--- src/rtl/collision_detector.sv ---
// Collision detector for one-pixel enemy moves: checks playfield bounds, two leading-edge
// tiles of the obstacle map (synchronous ROM), and overlap with Link's box.
module collision_detector #(
    parameter int MIN_X = 0,
    parameter int MAX_X = 304,
    parameter int MIN_Y = 0,
    parameter int MAX_Y = 224
) (
    input  logic       clock,
    input  logic       reset,
    input  logic       check,
    input  logic [8:0] enemy_x_pos,
    input  logic [7:0] enemy_y_pos,
    input  logic [2:0] enemy_direction,
    input  logic [8:0] link_x_pos,
    input  logic [7:0] link_y_pos,
    output logic [8:0] map_addr,
    input  logic       map_data,
    output logic       collision,
    output logic       link_hit,
    output logic       done,
    output logic       busy
);

    typedef enum logic [2:0] {
        IDLE, CALC, RD_A, RD_B, RD_WAIT, RESULT
    } state_t;

    typedef enum logic [2:0] {
        DIR_NONE   = 3'd0,
        DIR_ATTACK = 3'd1,
        DIR_UP     = 3'd2,
        DIR_DOWN   = 3'd3,
        DIR_LEFT   = 3'd4,
        DIR_RIGHT  = 3'd5
    } dir_t;

    localparam logic [8:0] MIN_X_L = 9'(MIN_X);
    localparam logic [8:0] MAX_X_L = 9'(MAX_X);
    localparam logic [7:0] MIN_Y_L = 8'(MIN_Y);
    localparam logic [7:0] MAX_Y_L = 8'(MAX_Y);

    state_t     state;
    logic [8:0] x_r, lx_r;
    logic [7:0] y_r, ly_r;
    dir_t       dir_r;
    logic       tile_a;

    logic       is_move, blocked;
    logic [8:0] px, ax, bx;
    logic [7:0] py, ay, by;
    logic [8:0] addr_a, addr_b;
    logic signed [9:0] dx, dy;
    logic       hit;

    // Tile index = tile_y*20 + tile_x, built from shifts so no multiplier is needed.
    function automatic logic [8:0] tile_addr(input logic [8:0] cx, input logic [7:0] cy);
        logic [3:0] ty;
        ty = cy[7:4];
        return {1'b0, ty, 4'b0} + {3'b0, ty, 2'b0} + {4'b0, cx[8:4]};
    endfunction

    // NOTE: every signal gets a default before the case so no latch is inferred.
    always_comb begin
        is_move = 1'b0;
        blocked = 1'b0;
        px      = x_r;
        py      = y_r;
        ax      = px;
        ay      = py;
        bx      = px;
        by      = py;
        case (dir_r)
            DIR_UP: begin
                is_move = 1'b1;
                blocked = (y_r <= MIN_Y_L);
                if (!blocked) py = y_r - 8'd1;
                ax = px;          ay = py;
                bx = px + 9'd15;  by = py;
            end
            DIR_DOWN: begin
                is_move = 1'b1;
                blocked = (y_r >= MAX_Y_L);
                if (!blocked) py = y_r + 8'd1;
                ax = px;          ay = py + 8'd15;
                bx = px + 9'd15;  by = py + 8'd15;
            end
            DIR_LEFT: begin
                is_move = 1'b1;
                blocked = (x_r <= MIN_X_L);
                if (!blocked) px = x_r - 9'd1;
                ax = px;          ay = py;
                bx = px;          by = py + 8'd15;
            end
            DIR_RIGHT: begin
                is_move = 1'b1;
                blocked = (x_r >= MAX_X_L);
                if (!blocked) px = x_r + 9'd1;
                ax = px + 9'd15;  ay = py;
                bx = px + 9'd15;  by = py + 8'd15;
            end
            default: ;
        endcase
        addr_a = tile_addr(ax, ay);
        addr_b = tile_addr(bx, by);
        dx     = $signed({1'b0, px}) - $signed({1'b0, lx_r});
        dy     = $signed({2'b0, py}) - $signed({2'b0, ly_r});
        hit    = (dx > -10'sd16) && (dx < 10'sd16) && (dy > -10'sd16) && (dy < 10'sd16);
    end

    // NOTE: state registers use non-blocking assignments so all updates see pre-edge values.
    always_ff @(posedge clock or negedge reset) begin
        if (!reset) begin
            state     <= IDLE;
            x_r       <= '0;
            y_r       <= '0;
            lx_r      <= '0;
            ly_r      <= '0;
            dir_r     <= DIR_NONE;
            tile_a    <= 1'b0;
            map_addr  <= '0;
            collision <= 1'b0;
            link_hit  <= 1'b0;
            done      <= 1'b0;
            busy      <= 1'b0;
        end else begin
            done <= 1'b0;
            case (state)
                IDLE: begin
                    if (check) begin
                        x_r   <= enemy_x_pos;
                        y_r   <= enemy_y_pos;
                        dir_r <= dir_t'(enemy_direction);
                        lx_r  <= link_x_pos;
                        ly_r  <= link_y_pos;
                        busy  <= 1'b1;
                        state <= CALC;
                    end
                end
                CALC: begin
                    if (is_move && !blocked) begin
                        map_addr <= addr_a;
                        state    <= RD_A;
                    end else begin
                        collision <= blocked;
                        link_hit  <= hit;
                        done      <= 1'b1;
                        state     <= RESULT;
                    end
                end
                RD_A: begin
                    map_addr <= addr_b;
                    state    <= RD_B;
                end
                RD_B: begin
                    tile_a <= map_data;
                    state  <= RD_WAIT;
                end
                RD_WAIT: begin
                    collision <= tile_a | map_data;
                    link_hit  <= hit;
                    done      <= 1'b1;
                    state     <= RESULT;
                end
                RESULT: begin
                    busy  <= 1'b0;
                    state <= IDLE;
                end
                default: begin
                    busy  <= 1'b0;
                    state <= IDLE;
                end
            endcase
        end
    end

endmodule
--- config.mk ---
export PLATFORM = sky130hd
export DESIGN_NAME = collision_detector
export DESIGN_NICKNAME = d
export VERILOG_FILES = /design/src/rtl/collision_detector.sv
export SDC_FILE = /design/constraint.sdc
export NUM_CORES = 1
export LEC_CHECK = 0
export BUFFER_PORTS_ARGS = -buffer_cell sky130_fd_sc_hd__clkbuf_2
export CAP_MARGIN = 20
export CORE_UTILIZATION = 30
export DETAILED_ROUTE_END_ITERATION = 8
export PLACE_DENSITY = 0.58
export SYNTH_ARGS = -nofsm -noshare
export SYNTH_HDL_FRONTEND = slang
export SYNTH_SLANG_ARGS = --single-unit
--- constraint.sdc ---
create_clock -name clock -period 6.7 [get_ports clock]
set_input_delay 1.005 -clock clock [delete_from_list [all_inputs] [get_ports clock]]
set_output_delay 1.005 -clock clock [all_outputs]
set_load 0.05 [all_outputs]
Word level (Yosys, flattened, before mapping)
Cells that the tools add are included.

operators by class
  order comparisons = 8
  reductions and logical operators = 16
  bitwise gates (word level) = 2
  multiplexer cells = 27
  equal/unequal tests = 11
  add/subtract/negate cells = 14

operators by type and width
  operator                                                                          count
  9-bit case mux with 2 select lines                                                3
  9-bit 2-to-1 mux                                                                  4
  8-bit case mux with 2 select lines                                                2
  9-bit case mux with 3 select lines                                                1
  8-bit 2-to-1 mux                                                                  3
  8-bit case mux with 3 select lines                                                1
  8-bit by 6-bit adder with 9-bit output                                            2
  9-bit by 4-bit adder with 9-bit output, second input constant                     2
  9-bit by 5-bit adder with 9-bit output                                            2
  8-bit by 4-bit adder with 8-bit output, second input constant                     2
  3-bit case mux with 5 select lines                                                1
  3-bit by 2-bit equality test with 1-bit output, second input constant             4
  10-bit by 5-bit greater-than comparator with 1-bit output, second input constant  1
  10-bit by 6-bit < comparator with 1-bit output, second input constant             1
  9-bit by 9-bit subtractor with 10-bit output                                      1
  9-bit by 1-bit adder with 9-bit output, second input constant                     1
  3-bit equality test, second input constant                                        3
  9-bit greater-or-equal comparator, second input constant                          1
  9-bit by 5-bit greater-than comparator with 1-bit output, second input constant   1
  9-bit by 1-bit less-or-equal comparator with 1-bit output, second input constant  1
  9-bit by 6-bit < comparator with 1-bit output, second input constant              1
  8-bit by 8-bit subtractor with 9-bit output                                       1
  9-bit by 1-bit subtractor with 9-bit output, second input constant                1
  8-bit by 1-bit adder with 8-bit output, second input constant                     1
  18 further kinds                                                                  37

word-level totals
  bits of input ports = 41
  output and inout bits = 13
  flip-flop bits (word level) = 54
  word-level logic and storage cells = 90

Longest topological paths before layout
  word-level depth = 11
  mapped depth = 20
  gate-level depth less buffers = 20

Worst setup path after synthesis
No wires, ideal clock.

  path type = reg-to-reg
  start point = reg y_r[0]
  end point = reg link_hit
  buffers on the path = 1
  setup time = 0.120 ns
  cell stages (with the launch flop) = 19
  slack = 2.520 ns
  required time = 6.580 ns
  data arrival time = 4.060 ns
  period minus slack after synthesis = 4.180 ns
  cells stage by stage = dfrtp_1 -> inv_1 -> ha_1 -> or3b_1 -> buf_6 -> or3_4 -> nand2_1 -> o21ai_0 -> a31oi_1 -> ha_1 -> inv_1 -> fa_1 -> a211o_1 -> a21oi_1 -> nor2_1 -> or3_1 -> and4_1 -> mux2_2 -> a31o_1

on the way
  longest elaborated chain between the ends = 10
  elaborated cells between the ends (all ways) = 20
  classes of those cells = 3 x add/sub; 4 x order compare; 1 x eq/ne; 7 x mux; 5 x reduce/logical

ends and longest elaborated chain
  element                                                                                      line    RTL
  start, declared                                                                              45      logic [7:0] y_r, ly_r;
  start signal, assigned                                                                       132     y_r <= enemy_y_pos;
  8-bit by 1-bit adder with 8-bit output or 8-bit greater-or-equal comparator (tied branches)  84, 83
  8-bit 2-to-1 mux                                                                             84      if (!blocked) py = y_r + 8'd1;
  8-bit 2-to-1 mux                                                                             73      case (dir_r)
  8-bit case mux with 2 select lines                                                           73
  8-bit by 8-bit subtractor with 9-bit output                                                  107     dy = $signed({2'b0, py}) - $signed({2'b0, ly_r});
  9-bit by 5-bit greater-than comparator with 1-bit output                                     108     hit = (dx > -10'sd16) && (dx < 10'sd16) && (dy > -10'sd16) && (dy < 10'sd16);
  1-bit logical AND (2 in a row)                                                               108
  1-bit 2-to-1 mux                                                                             141     if (is_move && !blocked) begin
  1-bit case mux with 2 select lines                                                           128     case (state)
  end signal, assigned                                                                         146     link_hit <= hit;
  end signal, assigned                                                                         161     link_hit <= hit;
  end, declared                                                                                20      output logic link_hit,

Parallel ways exist; a longest one is shown, timed or not. The select of a mux whose other input is x is not followed.
A chain may end at the register's enable or synchronous reset.

Final worst setup path
Ends and elaborated chain as after synthesis.

==> results_dict.tcl <==
set metrics [dict create \
    post_cts_resized 0 \
    gr-usage-all-layers_pct 16.5 \
    finalClockSkew_ps 6.39 \
    die_w_um 134 \
    worst_pin_slew_ps 848 \
    status "finished clean" \
    cts_setup_buffers 0 \
    hp-class "flip-flop to flip-flop" \
    first_iter_violations 402 \
    synth_seq_cells 54 \
    fmax_mhz 216 \
    clk_latency_ps 310 \
    fp-row-count 47 \
    cp_max_fo 9 \
    crit_required_ps 6900 \
    start_util_pct 31.1 \
    yosys_most_used_dff "dfrtp_1" \
    crit_arrival_ps 4830 \
    route.detailed.drc 0 \
    clk_pin_slew_worst_paths_ps 70 \
    synth_xor_area_share_pct 4.19 \
    vias 4808 \
    path_class "flip-flop to flip-flop" \
    max_slew_margin_pct 43.5 \
    antenna_found_initial 0 \
    core-area_sq_um 16800 \
    cts.sink_count 54 \
    cts_buffers 5 \
    fin_crit_sh_pct 69.0 \
    cts_buffer_depth 2 \
    wire_per_inst_um 15.6 \
    grt_pass1_vias 4547 \
    seq_area_frac_synth_pct 25.9 \
    drt-total-wl_um 14200 \
    diodes 0 \
    ys_warn_count 0 \
    synth_simple_gate_area_share_pct 21.0 \
    cp-start-kind "flip-flop" \
    final_nets 774 \
    synth_area_per_cell_sq_um 7.89 \
    grt_max_degree 66 \
    drive_above_1_share_pct 14.8 \
    muxShareOfSynthArea_pct 4.12 \
    die_area_sq_um 17900 \
    postRouteAntennaNets 0 \
    synth_edf_count 0 \
    netlist_instances 662 \
    h-tree-depth 2 \
    maxSlewViolCount 0 \
    synth_top_family_by_area "compound AO/OA/AOI/OAI gates" \
    tns_ps 0 \
    max-cap-violations 0 \
    synth_compound_area_share_pct 26.5 \
    hpwl_um 10600 \
    grt_setup_unrepaired "no" \
    place.gp.congestion 0.858 \
    firstDrtPassIters 5 \
    synthArstFlopShare_pct 100 \
    cp-end-kind "flip-flop" \
    cts_tree "yes" \
    synthAdderAreaFrac_pct 11.2 \
    postCtsHoldBufs 0 \
    die_h_um 134 \
    grt-ovfl-total 0 \
    viasPerCell 5.28 \
    root_buffer "clkbuf_16" \
    grt_pass1_wl_um 23400 \
    ys_types 77 \
    final-setup-viol-count 0 \
    synth_fp_nets 746 \
    hold_viol 0 \
    period_needed_ps 4620 \
    netlist_area_sq_um 5230 \
    final_cell_mix "o21ai_0, nand2_1, dfrtp_1" \
    final_common_cell "o21ai_0" \
    fin_util_pct 34.2 \
    port_buffers 53 \
    ios 54 \
    syn2layout_area_growth_pct 10.2 \
]
-- registers in the layout (all words and copies together) (netlist names) --
name / count
busy: 1
collision: 1
dir_r: 3
done: 1
link_hit: 1
lx_r: 9
ly_r: 8
map_addr: 9
state: 3
tile_a: 1
x_r: 9
y_r: 8
-- routing by layer --
| metal | global-route usage [%] | part of all wire, % | vias up |
|---|---|---|---|
| met3 | 3.78 | 4.8 | 12 |
| li1 | - | - | 2426 |
| met2 | 26.8 | 46 | 127 |
| met1 | 22.0 | 48 | 2243 |
| met5 | 0 | 0 | - |
| met4 | 3.72 | 1.2 | 0 |
-- kinds of logic (layout without fill, tap and decap cells) --
kind of cell / after synthesis / after routing
muxes: 20 / 20
AOI/OAI and AO/OA: 218 / 218
and+or+nand+nor: 215 / 215
xor gates and xnor gates: 25 / 25
buffers and inverters: 87 / 115
DFF: 54 / 54
adders and majority gates: 43 / 43
-- final timing paths --
check                                end    from  slack (ps)  depth (start not counted)
worst min register to register    tile_a  tile_a         510                          1
worst min-delay path              tile_a  tile_a         510                          1
worst max register to register  link_hit  y_r[0]        2080                         17
worst max-delay path            link_hit  y_r[0]        2080                         17
max in group asynchronous         x_r[4]   reset        5380                          2
min in group asynchronous        ly_r[6]   reset         830                          2
-- final cells by class --
cell class	instances	area, sq um
clock buffer	5	125
clock inverter	2	10.0
fill	1830	11100
inverter	50	188
multi-input combinational	521	3500
sequential	54	1350
tap	220	275
timing repair buffer	58	303
-- stage by stage --
step                instance area (sq um)  worst slack, ps  std cells  hold slack (ps)
global route                         5760             1630        910              549
detailed placement                   5620             2120        903              495
finish                               5760             2080        910              508
global placement                     5620             2110        903              491
CTS                                  5760             2090        910              511
floorplan                            5230             2520        662              480
-- worst max-delay path, stage by stage, from the launching register on --
cell	delay [ps]
dfrtp_1	470
inv_1	150
ha_1	200
or3b_1	500
or3_4	450
nand2_1	180
o21ai_0	120
a31oi_1	190
ha_1	180
inv_1	50
fa_1	420
a211o_1	340
a21oi_1	140
nor2_1	70
or3_1	390
and4_1	200
mux2_2	260
a31o_1	210
-- cells in the mapped netlist (8+ instances only) --
cell	number	area (sq um)
a21oi_1	53	265
a31oi_1	12	75.1
buf_2	9	45.0
clkbuf_1	20	75.1
dfrtp_1	54	1350
ha_1	37	463
inv_1	50	188
mux2_2	12	135
mux2i_1	8	80.1
nand2_1	71	267
nand2b_1	11	68.8
nand3_1	12	60.1
nor2_1	44	165
nor2b_1	9	56.3
nor3_1	14	70.1
o211ai_1	9	67.6
o21a_1	11	82.6
o21ai_0	72	360
xnor2_1	18	158
Power is left out: the tool's default activity adds up to more than one toggle a clock period on the data nets, which glitch-free logic cannot reach.
